## src/rtl/fp_pkg.sv

```systemverilog
// Shared floating-point definitions for adder front-end controllers.
package fp_pkg;

    localparam int unsigned FP_W    = 32;
    localparam int unsigned RMODE_W = 2;

    localparam logic FP_ADD = 1'b0;
    localparam logic FP_SUB = 1'b1;

    typedef enum logic [RMODE_W-1:0] {
        RM_NEAREST_EVEN = 2'd0,
        RM_TO_ZERO      = 2'd1,
        RM_POS_INF      = 2'd2,
        RM_NEG_INF      = 2'd3
    } rmode_e;

    // One adder operation as presented to the FP_Adder inputs.
    typedef struct packed {
        logic [FP_W-1:0]    a;
        logic [FP_W-1:0]    b;
        logic               mode;
        logic [RMODE_W-1:0] rmode;
    } fp_op_t;

endpackage

```

## src/rtl/fp_add_arbiter_if.sv

```systemverilog
// Requester and adder-side bus of the shared FP adder arbiter.
interface fp_add_arbiter_if
    import fp_pkg::*;
#(
    parameter int unsigned NUM_REQ = 4
);

    logic                       Enable;
    logic [NUM_REQ-1:0]         Req_Valid;
    logic [NUM_REQ-1:0]         Req_Ready;
    logic [FP_W*NUM_REQ-1:0]    Req_Data_A;
    logic [FP_W*NUM_REQ-1:0]    Req_Data_B;
    logic [NUM_REQ-1:0]         Req_Mode;
    logic [RMODE_W*NUM_REQ-1:0] Req_RMode;
    logic [NUM_REQ-1:0]         Rsp_Valid;
    logic [FP_W-1:0]            Rsp_Data;
    logic [FP_W-1:0]            Add_Data_A;
    logic [FP_W-1:0]            Add_Data_B;
    logic                       Add_Mode;
    logic [RMODE_W-1:0]         Add_RMode;
    logic                       Add_Valid_In;
    logic [FP_W-1:0]            Add_Data_Out;
    logic                       Add_Valid_Out;
    logic                       Busy;
    logic                       Err;

    // Arbiter side.
    modport slave (
        input  Enable, Req_Valid, Req_Data_A, Req_Data_B, Req_Mode, Req_RMode,
        input  Add_Data_Out, Add_Valid_Out,
        output Req_Ready, Rsp_Valid, Rsp_Data,
        output Add_Data_A, Add_Data_B, Add_Mode, Add_RMode, Add_Valid_In,
        output Busy, Err
    );

    // Requesters plus attached adder.
    modport master (
        output Enable, Req_Valid, Req_Data_A, Req_Data_B, Req_Mode, Req_RMode,
        output Add_Data_Out, Add_Valid_Out,
        input  Req_Ready, Rsp_Valid, Rsp_Data,
        input  Add_Data_A, Add_Data_B, Add_Mode, Add_RMode, Add_Valid_In,
        input  Busy, Err
    );

endinterface

```

## src/rtl/fp_add_arbiter_rr_arbiter.sv

```systemverilog
// Round-robin one-hot grant with a pointer that remembers the last winner.
module rr_arbiter #(
    parameter int unsigned N = 4
) (
    input  logic                    i_clk,
    input  logic                    i_rst_n,
    input  logic                    i_enable,
    input  logic [N-1:0]            i_req,
    output logic [N-1:0]            o_grant_c,
    output logic [$clog2(N)-1:0]    o_grant_idx_c,
    output logic                    o_grant_any_c
);

    localparam int unsigned IDX_W = $clog2(N);

    logic [IDX_W-1:0] r_ptr;
    logic [IDX_W-1:0] w_cand;

    // Search from pointer+1 upward, wrapping, and take the first active request.
    always_comb begin
        o_grant_c     = '0;
        o_grant_idx_c = '0;
        o_grant_any_c = 1'b0;
        w_cand        = '0;
        if (i_enable) begin
            for (int unsigned k = 1; k <= N; k++) begin
                w_cand = IDX_W'((32'(r_ptr) + k) % N);
                if (!o_grant_any_c && i_req[w_cand]) begin
                    o_grant_any_c     = 1'b1;
                    o_grant_idx_c     = w_cand;
                    o_grant_c[w_cand] = 1'b1;
                end
            end
        end
    end

    // Pointer follows the winner so it drops to lowest priority next time.
    always_ff @(posedge i_clk or negedge i_rst_n) begin
        if (!i_rst_n) begin
            r_ptr <= IDX_W'(N - 1);
        end else if (o_grant_any_c) begin
            r_ptr <= o_grant_idx_c;
        end
    end

endmodule

```

## src/rtl/fp_add_arbiter.sv

```systemverilog
// Shares one pipelined FP adder among NUM_REQ requesters and routes results back.
module fp_add_arbiter
    import fp_pkg::*;
#(
    parameter int unsigned NUM_REQ = 4,
    parameter int unsigned ADD_LAT = 2
) (
    input  logic           Clk,
    input  logic           Reset_N,
    fp_add_arbiter_if.slave bus
);

    localparam int unsigned ID_W = $clog2(NUM_REQ);

    logic [NUM_REQ-1:0] w_grant;
    logic [ID_W-1:0]    w_grant_idx;
    logic               w_grant_any;
    logic               w_hs;
    fp_op_t             w_sel_op;

    fp_op_t             r_op;
    logic               r_issue_v;
    logic [ID_W-1:0]    r_issue_id;

    logic [ADD_LAT-1:0] r_tag_v;
    logic [ID_W-1:0]    r_tag_id [ADD_LAT];
    logic               w_tag_out_v;
    logic [ID_W-1:0]    w_tag_out_id;

    logic [NUM_REQ-1:0] r_rsp_v;
    logic [FP_W-1:0]    r_rsp_data;
    logic               r_err;

    rr_arbiter #(
        .N (NUM_REQ)
    ) u_rr (
        .i_clk         (Clk),
        .i_rst_n       (Reset_N),
        .i_enable      (bus.Enable),
        .i_req         (bus.Req_Valid),
        .o_grant_c     (w_grant),
        .o_grant_idx_c (w_grant_idx),
        .o_grant_any_c (w_grant_any)
    );

    assign w_hs         = w_grant_any && (|(bus.Req_Valid & w_grant));
    assign w_tag_out_v  = r_tag_v[ADD_LAT-1];
    assign w_tag_out_id = r_tag_id[ADD_LAT-1];

    // Pick the granted requester's operand slices.
    always_comb begin
        w_sel_op       = '0;
        w_sel_op.a     = bus.Req_Data_A[32'(w_grant_idx)*FP_W +: FP_W];
        w_sel_op.b     = bus.Req_Data_B[32'(w_grant_idx)*FP_W +: FP_W];
        w_sel_op.mode  = bus.Req_Mode[w_grant_idx];
        w_sel_op.rmode = bus.Req_RMode[32'(w_grant_idx)*RMODE_W +: RMODE_W];
    end

    // Issue register: one operation per cycle into the adder; data holds when idle.
    always_ff @(posedge Clk or negedge Reset_N) begin
        if (!Reset_N) begin
            r_op       <= '0;
            r_issue_v  <= 1'b0;
            r_issue_id <= '0;
        end else begin
            r_issue_v <= w_hs;
            if (w_hs) begin
                r_op       <= w_sel_op;
                r_issue_id <= w_grant_idx;
            end
        end
    end

    // Tag pipe shadows the adder latency so each result knows its owner.
    always_ff @(posedge Clk or negedge Reset_N) begin
        if (!Reset_N) begin
            r_tag_v <= '0;
            for (int unsigned i = 0; i < ADD_LAT; i++) begin
                r_tag_id[i] <= '0;
            end
        end else begin
            r_tag_v[0]  <= r_issue_v;
            r_tag_id[0] <= r_issue_id;
            for (int unsigned i = 1; i < ADD_LAT; i++) begin
                r_tag_v[i]  <= r_tag_v[i-1];
                r_tag_id[i] <= r_tag_id[i-1];
            end
        end
    end

    // Route matched results back; any valid disagreement latches Err.
    always_ff @(posedge Clk or negedge Reset_N) begin
        if (!Reset_N) begin
            r_rsp_v    <= '0;
            r_rsp_data <= '0;
            r_err      <= 1'b0;
        end else begin
            r_rsp_v <= '0;
            if (w_tag_out_v && bus.Add_Valid_Out) begin
                r_rsp_v    <= NUM_REQ'(1) << w_tag_out_id;
                r_rsp_data <= bus.Add_Data_Out;
            end
            if (w_tag_out_v != bus.Add_Valid_Out) begin
                r_err <= 1'b1;
            end
        end
    end

    assign bus.Req_Ready    = w_grant;
    assign bus.Add_Data_A   = r_op.a;
    assign bus.Add_Data_B   = r_op.b;
    assign bus.Add_Mode     = r_op.mode;
    assign bus.Add_RMode    = r_op.rmode;
    assign bus.Add_Valid_In = r_issue_v;
    assign bus.Rsp_Valid    = r_rsp_v;
    assign bus.Rsp_Data     = r_rsp_data;
    assign bus.Busy         = r_issue_v | (|r_tag_v) | w_hs;
    assign bus.Err          = r_err;

endmodule

```

## src/flat_wrapper.sv

```systemverilog
// flat-port wrapper written by rule: the top's interface ports become plain ports
module fp_add_arbiter_flat import fp_pkg::*;
#(
    parameter int unsigned NUM_REQ = 4,
    parameter int unsigned ADD_LAT = 2
)
  (Clk, Reset_N, bus_Enable, bus_Req_Valid, bus_Req_Data_A, bus_Req_Data_B, bus_Req_Mode, bus_Req_RMode, bus_Add_Data_Out, bus_Add_Valid_Out, bus_Req_Ready, bus_Rsp_Valid, bus_Rsp_Data, bus_Add_Data_A, bus_Add_Data_B, bus_Add_Mode, bus_Add_RMode, bus_Add_Valid_In, bus_Busy, bus_Err);
  fp_add_arbiter_if #(.NUM_REQ(NUM_REQ)) bus_i ();
  input  logic Clk;
  input  logic Reset_N;
  input wire logic [$bits(bus_i.Enable)-1:0] bus_Enable;
  input wire logic [$bits(bus_i.Req_Valid)-1:0] bus_Req_Valid;
  input wire logic [$bits(bus_i.Req_Data_A)-1:0] bus_Req_Data_A;
  input wire logic [$bits(bus_i.Req_Data_B)-1:0] bus_Req_Data_B;
  input wire logic [$bits(bus_i.Req_Mode)-1:0] bus_Req_Mode;
  input wire logic [$bits(bus_i.Req_RMode)-1:0] bus_Req_RMode;
  input wire logic [$bits(bus_i.Add_Data_Out)-1:0] bus_Add_Data_Out;
  input wire logic [$bits(bus_i.Add_Valid_Out)-1:0] bus_Add_Valid_Out;
  output wire logic [$bits(bus_i.Req_Ready)-1:0] bus_Req_Ready;
  output wire logic [$bits(bus_i.Rsp_Valid)-1:0] bus_Rsp_Valid;
  output wire logic [$bits(bus_i.Rsp_Data)-1:0] bus_Rsp_Data;
  output wire logic [$bits(bus_i.Add_Data_A)-1:0] bus_Add_Data_A;
  output wire logic [$bits(bus_i.Add_Data_B)-1:0] bus_Add_Data_B;
  output wire logic [$bits(bus_i.Add_Mode)-1:0] bus_Add_Mode;
  output wire logic [$bits(bus_i.Add_RMode)-1:0] bus_Add_RMode;
  output wire logic [$bits(bus_i.Add_Valid_In)-1:0] bus_Add_Valid_In;
  output wire logic [$bits(bus_i.Busy)-1:0] bus_Busy;
  output wire logic [$bits(bus_i.Err)-1:0] bus_Err;
  assign bus_i.Enable = bus_Enable;
  assign bus_i.Req_Valid = bus_Req_Valid;
  assign bus_i.Req_Data_A = bus_Req_Data_A;
  assign bus_i.Req_Data_B = bus_Req_Data_B;
  assign bus_i.Req_Mode = bus_Req_Mode;
  assign bus_i.Req_RMode = bus_Req_RMode;
  assign bus_i.Add_Data_Out = bus_Add_Data_Out;
  assign bus_i.Add_Valid_Out = bus_Add_Valid_Out;
  assign bus_Req_Ready = bus_i.Req_Ready;
  assign bus_Rsp_Valid = bus_i.Rsp_Valid;
  assign bus_Rsp_Data = bus_i.Rsp_Data;
  assign bus_Add_Data_A = bus_i.Add_Data_A;
  assign bus_Add_Data_B = bus_i.Add_Data_B;
  assign bus_Add_Mode = bus_i.Add_Mode;
  assign bus_Add_RMode = bus_i.Add_RMode;
  assign bus_Add_Valid_In = bus_i.Add_Valid_In;
  assign bus_Busy = bus_i.Busy;
  assign bus_Err = bus_i.Err;
  fp_add_arbiter #(.NUM_REQ(NUM_REQ), .ADD_LAT(ADD_LAT)) u_core (.Clk(Clk), .Reset_N(Reset_N), .bus(bus_i));
endmodule
```

## config.mk

```make
export PLATFORM = sky130hd
export DESIGN_NAME = fp_add_arbiter_flat
export DESIGN_NICKNAME = d
export VERILOG_FILES = /design/src/rtl/fp_pkg.sv /design/src/rtl/fp_add_arbiter_if.sv /design/src/rtl/fp_add_arbiter_rr_arbiter.sv /design/src/rtl/fp_add_arbiter.sv /design/src/flat_wrapper.sv
export SDC_FILE = /design/constraint.sdc
export NUM_CORES = 1
export LEC_CHECK = 0
export ABC_AREA = 1
export BUFFER_PORTS_ARGS = -buffer_cell sky130_fd_sc_hd__clkbuf_2
export CAP_MARGIN = 20
export CORE_AREA = 5 5 158 160
export DETAILED_ROUTE_END_ITERATION = 10
export DIE_AREA = 0 0 163 165
export GPL_TIMING_DRIVEN = 0
export PLACE_DENSITY = 0.63
export SLEW_MARGIN = 25
export SYNTH_ARGS = -nofsm -noshare
export SYNTH_HDL_FRONTEND = slang
export SYNTH_SLANG_ARGS = --single-unit
```

## constraint.sdc

```tcl
create_clock -name Clk -period 2.65 [get_ports Clk]
set_input_delay 0.53 -clock Clk [delete_from_list [all_inputs] [get_ports Clk]]
set_output_delay 0.53 -clock Clk [all_outputs]
set_load 0.01 [all_outputs]
```

==> metrics.md, run 1 <==
| Metric | Value |
|---|---|
| Yosys cell types | `31` |
| Crit-path max FO | `6` |
| Total track usage | `25.6%` |
| Mean routed wirelength per cell | `16.9 um` |
| Clock Latency Late Sink | `0.41 ns` |
| Ys flop type | `dfrtp_1` |
| Root Driver | `clkbuf_16` |
| Final Max Tran Viols | `0` |
| Ys async rst share | `100%` |
| Starting Density | `34.5%` |
| CP endpoint kind | `output port` |
| Post-CTS Hold Buffers | `0` |
| Die width | `163 um` |
| Synth area leaders | `nand2_1, dfrtp_1, o21bai_1` |
| Worst-Margin Slew | `0.549 ns` |
| # Max-Cap Violations | `0` |
| Post-synthesis sequential area ratio | `35.8%` |
| Die footprint | `0.0269 mm2` |
| DR vias/cell | `4.61` |
| FMAX | `318 MHz` |
| Post-Layout Cell Count | `2,103` |
| Crit start category | `register` |
| Critical Path RT | `2.12 ns` |
| First-pass GRT wire length | `52,600 um` |
| P_leak | `7.46 nW` |
| Number of synthesized register bits | `115` |
| Hold Fails Final Rpt | `0` |
| Status | `finished, violations left` |
| Reg2Reg Setup Slack | `-0.29 ns` |
| Min cycle time layout | `3.15 ns` |
| Remaining global-route overflow | `0` |
| Post-route ant nets | `0` |
| Setup WS post-layout | `-0.497 ns` |
| Inserted Clock Buffers | `17` |
| Area growth from synthesis to layout | `51.1%` |
| Syn Nets | `1,609` |
| Pre-CTS WS | `-0.645 ns` |
| Area fraction of the dominant cell type after synthesis | `37.9%` |
| Violated checks | `negative setup slack` |
| Fin Setup TNS | `-15.50 ns` |
| Vias in the first global route | `9,436` |
| Layout cell share with drive strength beyond 1 | `34.2%` |
| Post-layout util | `52.2%` |
| Total wire length | `35,600 um` |
| Setup violations, final | `75` |
| DP HPWL | `27,900 um` |
| Drt pass-1 iters | `5` |
| Worst Setup Path Type | `register to output port` |
| # port buffers | `417` |
| Clock Path Buffers | `2` |
| GP Congestion | `0.937` |
| Most common cell in the netlist | `nand2_1` |
| Max-slew headroom | `63.4%` |
| Worst-case vdd ir drop | `0.000760 V` |
| IO Pins | `418` |
| Leading area contributor after synthesis | `nand2_1` |
| Crit path arrival time | `2.62 ns` |
| Final period util | `119%` |
| CTS HTree Levels | `4` |
| Die Y-Extent | `165 um` |
| Yosys warns | `0` |
| Worst min path class | `primary input to asynchronous set/reset pin` |
| Nets | `2,088` |
| Power per cell area | `1620 mW/mm2` |
| Syn_area_per_cell | `6.22 um2` |
| Clock skew | `0.00863 ns` |
| Post-synth EDFFs | `0` |
| Initial DRC count | `621` |
| Via Count | `9,705` |
| CTS sink cnt | `115` |
| RSZ-0062 raised after global routing | `yes` |
| Clock tree from TritonCTS | `done` |
| DRC violations left | `0` |
| Core area | `0.0233 mm2` |
| Initial antenna violation count | `2` |
| Syn Inst Count | `1,292` |
| Hold_ws | `0.0421 ns` |
| Post-synth top cells | `nand2_1, dfrtp_1, inv_1, o21ai_0, o21bai_1` |
| Post-Syn Area | `0.00804 mm2` |
| Dpl cells | `2,029` |
| Clock slew at reported path FFs | `0.06 ns` |
| Largest net degree at the start of global routing | `70` |
| Row count | `56` |
## report_power, final
part           leakage [nW]  internal [W]  switching, W
Clock                 0.319       0.00168      0.000881
Sequential             1.45       0.00259      0.000440
Combinational          5.69       0.00559       0.00845
Total                  7.46       0.00986       0.00977
## cells in the final DEF, fill, tap and decap left out, types with 5 or more instances in the layout
cell type    n
o21ai_1      7
dfrtp_1    113
bufbuf_16    6
nand2_1    795
buf_12       9
clkbuf_1    14
inv_1       79
buf_2       22
nor3_1       5
nand3_2     10
o21bai_1    68
bufinv_16    5
buf_8       11
clkbuf_16   17
buf_6       15
clkbuf_2   421
ha_1         8
o21ai_0     62
nand2_2     19
nand3_1     11
buf_4       32
## final timing paths
| path | depth (start not counted) | from | to |
|---|---|---|---|
| max | 14 | u_core.u_rr.r_ptr[1]$_DFFE_PN1P_ | bus_Busy |
| min | 1 | Reset_N | u_core.bus.Add_Data_A[17]$_DFFE_PN0P_ |
| max reg2reg | 20 | u_core.u_rr.r_ptr[1]$_DFFE_PN1P_ | u_core.bus.Add_Data_B[23]$_DFFE_PN0P_ |
| min reg2reg | 0 | u_core.r_tag_id[3]$_DFF_PN0_ | u_core.w_tag_out_id[1]$_DFF_PN0_ |
| max in group asynchronous | 2 | Reset_N | u_core.u_rr.r_ptr[1]$_DFFE_PN1P_ |
| min in group Clk | 3 | bus_Add_Data_Out[8] | u_core.bus.Rsp_Data[8]$_DFFE_PN0P_ |
## flip-flops by register name, summed over array words and instances (netlist names)
name,cells
u_core.u_rr.r_ptr,2
u_core.r_tag_v,2
u_core.bus.Add_Valid_In,1
u_core.bus.Add_Data_B,32
u_core.bus.Add_Data_A,32
u_core.bus.Rsp_Valid,4
u_core.r_tag_id,2
u_core.bus.Add_RMode,2
u_core.bus.Err,1
u_core.bus.Rsp_Data,32
u_core.r_issue_id,2
u_core.bus.Add_Mode,1
u_core.w_tag_out_id,2
## final cells by class
cell class                 instances  area, um2
clock buffer                      17        425
clock inverter                    14        225
antenna                            1       2.50
inverter                          86        337
buffer                            79        603
fill                            2440      11100
sequential                       115       2880
multi-input combinational       1013       4550
timing repair buffer             459       2720
tap                              319        399
## kinds of logic after synthesis
group                    after synthesis  synth area share, %
AO/OA/AOI/OAI                        146                 11.5
adder cells (fa/ha/maj)                9                 1.40
flip-flops                           115                 35.8
buffers and inverters                165                 9.45
AND/OR/NAND/NOR                      857                 41.8
## layer usage
metal / up-vias / routed length [um] / track usage [%]
li1: 4908 / - / -
met3: 57 / 2370 / 6.26
met4: 4 / 974 / 7.97
met1: 4388 / 14800 / 31.4
met2: 348 / 17400 / 44.4
met5: - / 21 / 0
## worst max-delay path, stage by stage (launching register included)
cell and delay, ns:
dfstp_2 0.56, clkinvlp_4 0.13, ha_4 0.34, inv_4 0.05, nand3_4 0.09, nand2_8 0.10
nand2_1 0.06, a21boi_1 0.18, nand3_2 0.12, nand3_2 0.08, nand2_2 0.07, nor2_4 0.14
buf_6 0.11, nand2_2 0.05, buf_8 0.12
## through the flow
stage,power [W],area (um2)
after floorplan,0.0103,8070
after global placement,0.0143,10600
after detailed placement,0.0144,10600
after CTS,0.0194,12000
after global routing,0.0212,12100
final,0.0196,12100
## what timing repair did
item / CTS / global route
setup buffers: 29 / 4
setup endpoints to repair: 77 / 77
endpoints found under the hold margin: 0 / 0
pin swaps: 17 / 12
gates resized for setup: 82 / 31
cloned: 8 / 1
Power figures use the tool's default switching activity.
==> run 2: changes to the inputs <==
--- a/config.mk
+++ b/config.mk
@@ -8,12 +8,13 @@
 export ABC_AREA = 1
 export BUFFER_PORTS_ARGS = -buffer_cell sky130_fd_sc_hd__clkbuf_2
 export CAP_MARGIN = 20
-export CORE_AREA = 5 5 158 160
+export CORE_AREA = 5 5 157 159
 export DETAILED_ROUTE_END_ITERATION = 10
-export DIE_AREA = 0 0 163 165
+export DIE_AREA = 0 0 162 164
 export GPL_TIMING_DRIVEN = 0
-export PLACE_DENSITY = 0.63
+export PLACE_DENSITY = 0.64
 export SLEW_MARGIN = 25
 export SYNTH_ARGS = -nofsm -noshare
 export SYNTH_HDL_FRONTEND = slang
+export SYNTH_HIERARCHICAL = 1
 export SYNTH_SLANG_ARGS = --single-unit
==> metrics.md, run 2 <==
| Metric | Value |
|---|---|
| Status | `finished, violations left` |
| Violated checks | `negative setup slack` |
| First-pass GRT wire length | `49,700 um` |
| Critical Path RT | `2.12 ns` |
| Final Max Tran Viols | `0` |
| Synth area leaders | `dfrtp_1, nand2_1, inv_1` |
| Number of synthesized register bits | `115` |
| Hold_ws | `0.00911 ns` |
| Clock tree from TritonCTS | `done` |
| FMAX | `314 MHz` |
| Crit-path max FO | `4` |
| Ys async rst share | `100%` |
| Setup WS post-layout | `-0.536 ns` |
| Worst-case vdd ir drop | `0.000587 V` |
| Sw Ratio | `47.2%` |
| Core area | `0.0231 mm2` |
| DRC violations left | `0` |
| Clock Path Buffers | `2` |
| Post-synth EDFFs | `0` |
| Initial DRC count | `713` |
| Max-slew headroom | `68.5%` |
| Mean routed wirelength per cell | `16.1 um` |
| Post-synthesis sequential area ratio | `36.0%` |
| Commonest non-fill, non-tap cell in the layout | `nand2_1` |
| Clock slew at reported path FFs | `0.07 ns` |
| Post-synth top cells | `nand2_1, inv_1, nand3_1, dfrtp_1, buf_2` |
| Fin Setup TNS | `-7.52 ns` |
| # Max-Cap Violations | `0` |
| CTS sink cnt | `115` |
| # port buffers | `417` |
| Most common cell in the netlist | `nand2_1` |
| Total wire length | `34,400 um` |
| Design Power | `0.0178 W` |
| CTS HTree Levels | `4` |
| Worst Setup Path Type | `register to output port` |
| DP HPWL | `25,500 um` |
| Sequential share of power | `16.7%` |
| Largest net degree at the start of global routing | `82` |
| Antenna Cells | `0` |
| Slowest stage delay, CP | `0.58 ns` |
| Row count | `56` |
| Via Count | `9,789` |
| Remaining global-route overflow | `0` |
| Die width | `162 um` |
| Layout cell share with drive strength beyond 1 | `35.8%` |
| Area fraction of the dominant cell type after synthesis | `35.3%` |
| Switch Pwr | `0.00843 W` |
| Setup violations, final | `72` |
| Crit-path cells | `clkinv_4 -> ha_4 -> inv_4 -> nand3_1 -> nand2_2 -> buf_4 -> nand3_1 -> nand3_1 -> nand2_1 -> inv_2 -> nand2_2 -> nand2_4 -> o21ai_4 -> buf_6 -> nand2_4 -> buf_8` |
| Slowest CP cell | `dfstp_2` |
| CP endpoint kind | `output port` |
| Comb pwr share | `69.8%` |
| Hold Fails Final Rpt | `0` |
| Worst min path class | `primary input to asynchronous set/reset pin` |
| Vias in the first global route | `9,040` |
| Worst path most repeated cell | `nand3_1` |
| Die footprint | `0.0266 mm2` |
| Die Y-Extent | `164 um` |
| Post-Layout Cell Count | `2,140` |
| Initial antenna violation count | `0` |
| Most frequent cells in the layout | `nand2_1, clkbuf_2, inv_1` |
| GP Congestion | `0.933` |
| Clock network power share | `13.5%` |
| IO Pins | `418` |
| Dpl cells | `2,051` |
| Drt pass-1 iters | `7` |
| DR vias/cell | `4.57` |
| Syn Nets | `1,660` |
| Min cycle time layout | `3.19 ns` |
| Clock Latency Late Sink | `0.42 ns` |
| Post-route ant nets | `0` |
| Internal power | `0.00941 W` |
| Crit path arrival time | `2.66 ns` |
| Ys flop type | `dfrtp_1` |
| P_leak | `8.24 nW` |
| Leading area contributor after synthesis | `dfrtp_1` |
| Clock skew | `0.0139 ns` |
| Pre-CTS WS | `-0.569 ns` |
| Root Driver | `clkbuf_16` |
| Inserted Clock Buffers | `17` |
| Yosys warns | `6` |
| Final period util | `120%` |
| Syn_area_per_cell | `5.96 um2` |
| Nets | `2,154` |
| Post-Syn Area | `0.00800 mm2` |
| RSZ-0062 raised after global routing | `yes` |
| Yosys cell types | `27` |
| Crit start category | `register` |
| Area growth from synthesis to layout | `57.1%` |
| Power per cell area | `1420 mW/mm2` |
| Starting Density | `34.6%` |
| Worst-Margin Slew | `0.472 ns` |
| Syn Inst Count | `1,343` |
| Total track usage | `24.0%` |
run 2: cell types whose count changed after synthesis, moves of 3 or more:
cell      before  now
o21ai_0       68    0
o21bai_1      68    0
buf_1          3    0
nand2_1      811  677
nand3_1       19  149
clkbuf_1      23   13
inv_1         80  284
run 2: critical path, delay by kind of cell (launching register included):
| kind | cells | cell delay (ns) |
|---|---|---|
| AND/OR/NAND/NOR | 8 | 0.62 |
| flip-flops | 1 | 0.58 |
| AO/OA/AOI/OAI | 1 | 0.15 |
| buffers and inverters | 6 | 0.59 |
| adder cells (fa/ha/maj) | 1 | 0.31 |
run 2: what timing repair did:
action	4_1_cts	5_1_grt
resized for setup	97	97
setup buffers	29	12
setup endpoints to repair	75	72
hold buffers	0	0
gates cloned	3	17
pin swaps	11	24
run 2: through the flow:
stage / util, % / cell area, um2
floorplan: - / 8060
global placement: 45.4 / 10500
detailed placement: 45.6 / 10500
CTS: 50.8 / 11800
global route: 54.4 / 12600
finish: 54.4 / 12600
run 2: final cells by class:
cell class | count | area [um2]
Fill cell | 2370 | 10600
Multi-Input combinational cell | 872 | 3910
Timing Repair Buffer | 479 | 3050
Sequential cell | 115 | 2880
Inverter | 290 | 1120
Buffer | 62 | 639
Clock buffer | 17 | 425
Tap cell | 290 | 363
Clock inverter | 15 | 188
run 2: routing by layer:
metal,track usage [%],vias to the layer above,share of wire [%]
met4,6.27,0,1.9
li1,-,4904,-
met2,40.0,408,49
met3,4.97,38,7.2
met5,0,-,0
met1,32.1,4439,42
run 2: power groups by stage:
stage / clock network (W) / registers (W) / logic, W
floorplan: 0 / 0.00329 / 0.00552
finish: 0.00241 / 0.00297 / 0.0125
global route: 0.00254 / 0.00308 / 0.0135
CTS: 0.00246 / 0.00297 / 0.0106
global placement: 0 / 0.00302 / 0.00895
detailed placement: 0 / 0.00302 / 0.00900
run 2: final timing paths:
path                                             startpoint                               endpoint  slack (ns)  depth (start not counted)
setup / recovery           u_core/u_rr/r_ptr[0]$_DFFE_PN1P_                               bus_Busy       -0.54                         16
hold / removal                                      Reset_N  u_core/bus.Add_Data_B[20]$_DFFE_PN0P_       0.009                          1
setup reg to reg           u_core/u_rr/r_ptr[0]$_DFFE_PN1P_  u_core/bus.Add_Data_A[11]$_DFFE_PN0P_       -0.12                         20
hold reg to reg                u_core/r_tag_id[2]$_DFF_PN0_       u_core/w_tag_out_id[0]$_DFF_PN0_        0.35                          0
max in group asynchronous                           Reset_N       u_core/u_rr/r_ptr[0]$_DFFE_PN1P_        1.89                          2
min in group Clk                       bus_Add_Data_Out[11]    u_core/bus.Rsp_Data[11]$_DFFE_PN0P_        0.31                          3
run 2: cells by family (layout without fill, tap and decap cells):
group / after synthesis / in the layout / share of synthesized area [%]
and+or+nand+nor: 851 / 851 / 43.3
DFF: 115 / 115 / 36.0
buffers and inverters: 356 / 863 / 18.3
AOI/OAI and AO/OA: 12 / 12 / 0.954
adders and majority gates: 9 / 9 / 1.41
==> run 3: changes to the inputs <==
--- a/config.mk
+++ b/config.mk
@@ -9,10 +9,12 @@
 export BUFFER_PORTS_ARGS = -buffer_cell sky130_fd_sc_hd__clkbuf_2
 export CAP_MARGIN = 20
 export CORE_AREA = 5 5 157 159
+export CTS_CLUSTER_DIAMETER = 150
 export DETAILED_ROUTE_END_ITERATION = 10
 export DIE_AREA = 0 0 162 164
 export GPL_TIMING_DRIVEN = 0
 export PLACE_DENSITY = 0.64
+export RECOVER_POWER = 25
 export SLEW_MARGIN = 25
 export SYNTH_ARGS = -nofsm -noshare
 export SYNTH_HDL_FRONTEND = slang
==> metrics.md, run 3 (synthesized netlist as in run 2, its figures left out) <==
| Metric | Value |
|---|---|
| Post-layout util | `54.3%` |
| Starting Density | `34.6%` |
| First-pass GRT wire length | `49,700 um` |
| FMAX | `314 MHz` |
| Antenna Cells | `0` |
| Crit-path max FO | `4` |
| Final period util | `120%` |
| Post-place instance area | `0.0105 mm2` |
| Final Max Tran Viols | `36` |
| WP buf/inv | `6` |
| Via Count | `9,789` |
| Clock Latency Late Sink | `0.42 ns` |
| Post-Layout Cell Count | `2,140` |
| Critical Path RT | `2.12 ns` |
| Hold Fails Final Rpt | `0` |
| Most frequent cells in the layout | `nand2_1, clkbuf_2, inv_1` |
| Die footprint | `0.0266 mm2` |
| Reg2Reg Setup Slack | `-0.12 ns` |
| Mean routed wirelength per cell | `16.1 um` |
| RR Endpoint | `u_core/bus.Add_Data_A[11]$_DFFE_PN0P_` |
| # port buffers | `417` |
| Total track usage | `24.0%` |
| Initial antenna violation count | `0` |
| Worst Reg-to-Reg Cells | `20` |
| Min cycle time layout | `3.19 ns` |
| CTS HTree Levels | `4` |
| Post-CTS Hold Buffers | `0` |
| Power per cell area | `1420 mW/mm2` |
| Worst path top cell family by delay | `simple AND/OR/NAND/NOR gates` |
| Max-slew headroom | `-40.1%` |
| Crit-path cells | `clkinv_4 -> ha_4 -> inv_4 -> nand3_1 -> nand2_2 -> buf_4 -> nand3_1 -> nand3_1 -> nand2_1 -> inv_2 -> nand2_2 -> nand2_4 -> o21ai_4 -> buf_6 -> nand2_4 -> buf_8` |
| RSZ-0062 raised after global routing | `yes` |
| Row count | `56` |
| Worst min path class | `primary input to register` |
| Clock tree from TritonCTS | `done` |
| Dpl cells | `2,051` |
| Die Y-Extent | `164 um` |
| Area growth from synthesis to layout | `56.7%` |
| Commonest non-fill, non-tap cell in the layout | `nand2_1` |
| Layout cell share with drive strength beyond 1 | `35.8%` |
| Total wire length | `34,400 um` |
| IO Pins | `418` |
| Initial DRC count | `705` |
| Post-route ant nets | `0` |
| Die width | `162 um` |
| DP HPWL | `25,500 um` |
| Status | `finished, violations left` |
| Inserted Clock Buffers | `17` |
| HP Start | `bus_Add_Data_Out[11]` |
| Root Driver | `clkbuf_16` |
| Fin Setup TNS | `-7.56 ns` |
| Worst-Margin Slew | `2.10 ns` |
| Cell area after layout | `0.0125 mm2` |
| Nets | `2,154` |
| # Max-Cap Violations | `1` |
| GP Congestion | `0.933` |
| CP endpoint kind | `output port` |
| Largest net degree at the start of global routing | `82` |
| Design Power | `0.0178 W` |
| Worst Hold Path EP | `u_core/bus.Rsp_Data[11]$_DFFE_PN0P_` |
| Hold depth | `3` |
| Core area | `0.0231 mm2` |
| Violated checks | `max-capacitance violations, max-slew violations, negative setup slack` |
| Drt pass-1 iters | `5` |
| Crit path arrival time | `2.66 ns` |
| Setup WS post-layout | `-0.536 ns` |
| Slowest CP cell | `dfstp_2` |
| Clock slew at reported path FFs | `0.07 ns` |
| Setup violations, final | `72` |
| Worst-case vdd ir drop | `0.000587 V` |
| Reg2reg start | `u_core/u_rr/r_ptr[0]$_DFFE_PN1P_` |
| Vias in the first global route | `9,040` |
| Worst Setup Path Type | `register to output port` |
| DR vias/cell | `4.57` |
| Crit start category | `register` |
| DRC violations left | `0` |
| Clock Path Buffers | `2` |
| P_leak | `8.23 nW` |
| Remaining global-route overflow | `0` |
| Slowest stage delay, CP | `0.58 ns` |
| Worst path most repeated cell | `nand3_1` |
| Clock skew | `0.0139 ns` |
| CTS sink cnt | `115` |
run 3: cell counts in the layout (fill, tap and decap cells not counted):
No cell type changed its count.
run 3: how the worst max path moves through the flow:
stage	start	to	depth (start not counted)
after floorplan	u_core/u_rr/r_ptr[0]$_DFFE_PN1P_	bus_Busy	15
after global placement	Reset_N	u_core/bus.Add_Data_A[19]$_DFFE_PN0P_	1
after detailed placement	u_core/u_rr/r_ptr[0]$_DFFE_PN1P_	bus_Busy	16
after CTS	u_core/u_rr/r_ptr[0]$_DFFE_PN1P_	bus_Busy	17
after global routing	u_core/u_rr/r_ptr[0]$_DFFE_PN1P_	bus_Busy	16
final	u_core/u_rr/r_ptr[0]$_DFFE_PN1P_	bus_Busy	16
run 3: worst reg2reg max path, cell delays in order (launching register included):
cell and delay [ns]:
dfstp_2 0.58, clkinv_4 0.08, ha_4 0.31, inv_4 0.04, nand2_4 0.09, nand2_4 0.07
nor2_4 0.13, buf_6 0.13, nand4_1 0.07, nand3_1 0.12, nand2_1 0.08, inv_2 0.08
nand2_4 0.06, nand2_4 0.07, buf_4 0.10, nor2_2 0.04, nor2_4 0.21, buf_8 0.19
buf_8 0.14, nand2_2 0.06, nand2_1 0.06
run 3: layout make-up:
type / count / area, um2
flip-flops and latches: 115 / 2880
well taps: 290 / 363
inverters: 290 / 1120
clock buffers: 17 / 425
fillers: 2374 / 10600
multi-input cells: 872 / 3910
clock inverters: 15 / 188
repair buffers: 479 / 3020
plain buffers: 62 / 639
run 3: where the power goes:
| part | switching (W) | leakage (nW) | internal [W] | total (W) |
|---|---|---|---|---|
| clock | 0.000974 | 0.299 | 0.00143 | 0.00241 |
| combinational | 0.00703 | 6.48 | 0.00543 | 0.0125 |
| sequential | 0.000428 | 1.46 | 0.00255 | 0.00298 |
run 3: per-stage QoR:
step                hold slack, ns  setup WS (ns)
floorplan                    0.234       -0.00180
global placement             0.337         -0.814
detailed placement           0.343         -0.569
CTS                        0.00864         -0.553
global route                 0.294         -0.664
finish                       0.305         -0.536
run 3: metal layers:
layer,vias up,track usage [%],part of all wire [%]
li1,4902,-,-
met1,4424,32.1,42
met2,410,40.0,49
met3,53,4.97,7.2
met4,0,6.27,2.1
met5,-,0,0
run 3: what timing repair did:
| item | CTS | global route |
|---|---|---|
| buffers inserted | 29 | 12 |
| pin swaps | 11 | 24 |
| gates cloned | 3 | 17 |
| gates resized for setup | 97 | 97 |
| endpoints found under the setup margin | 75 | 72 |
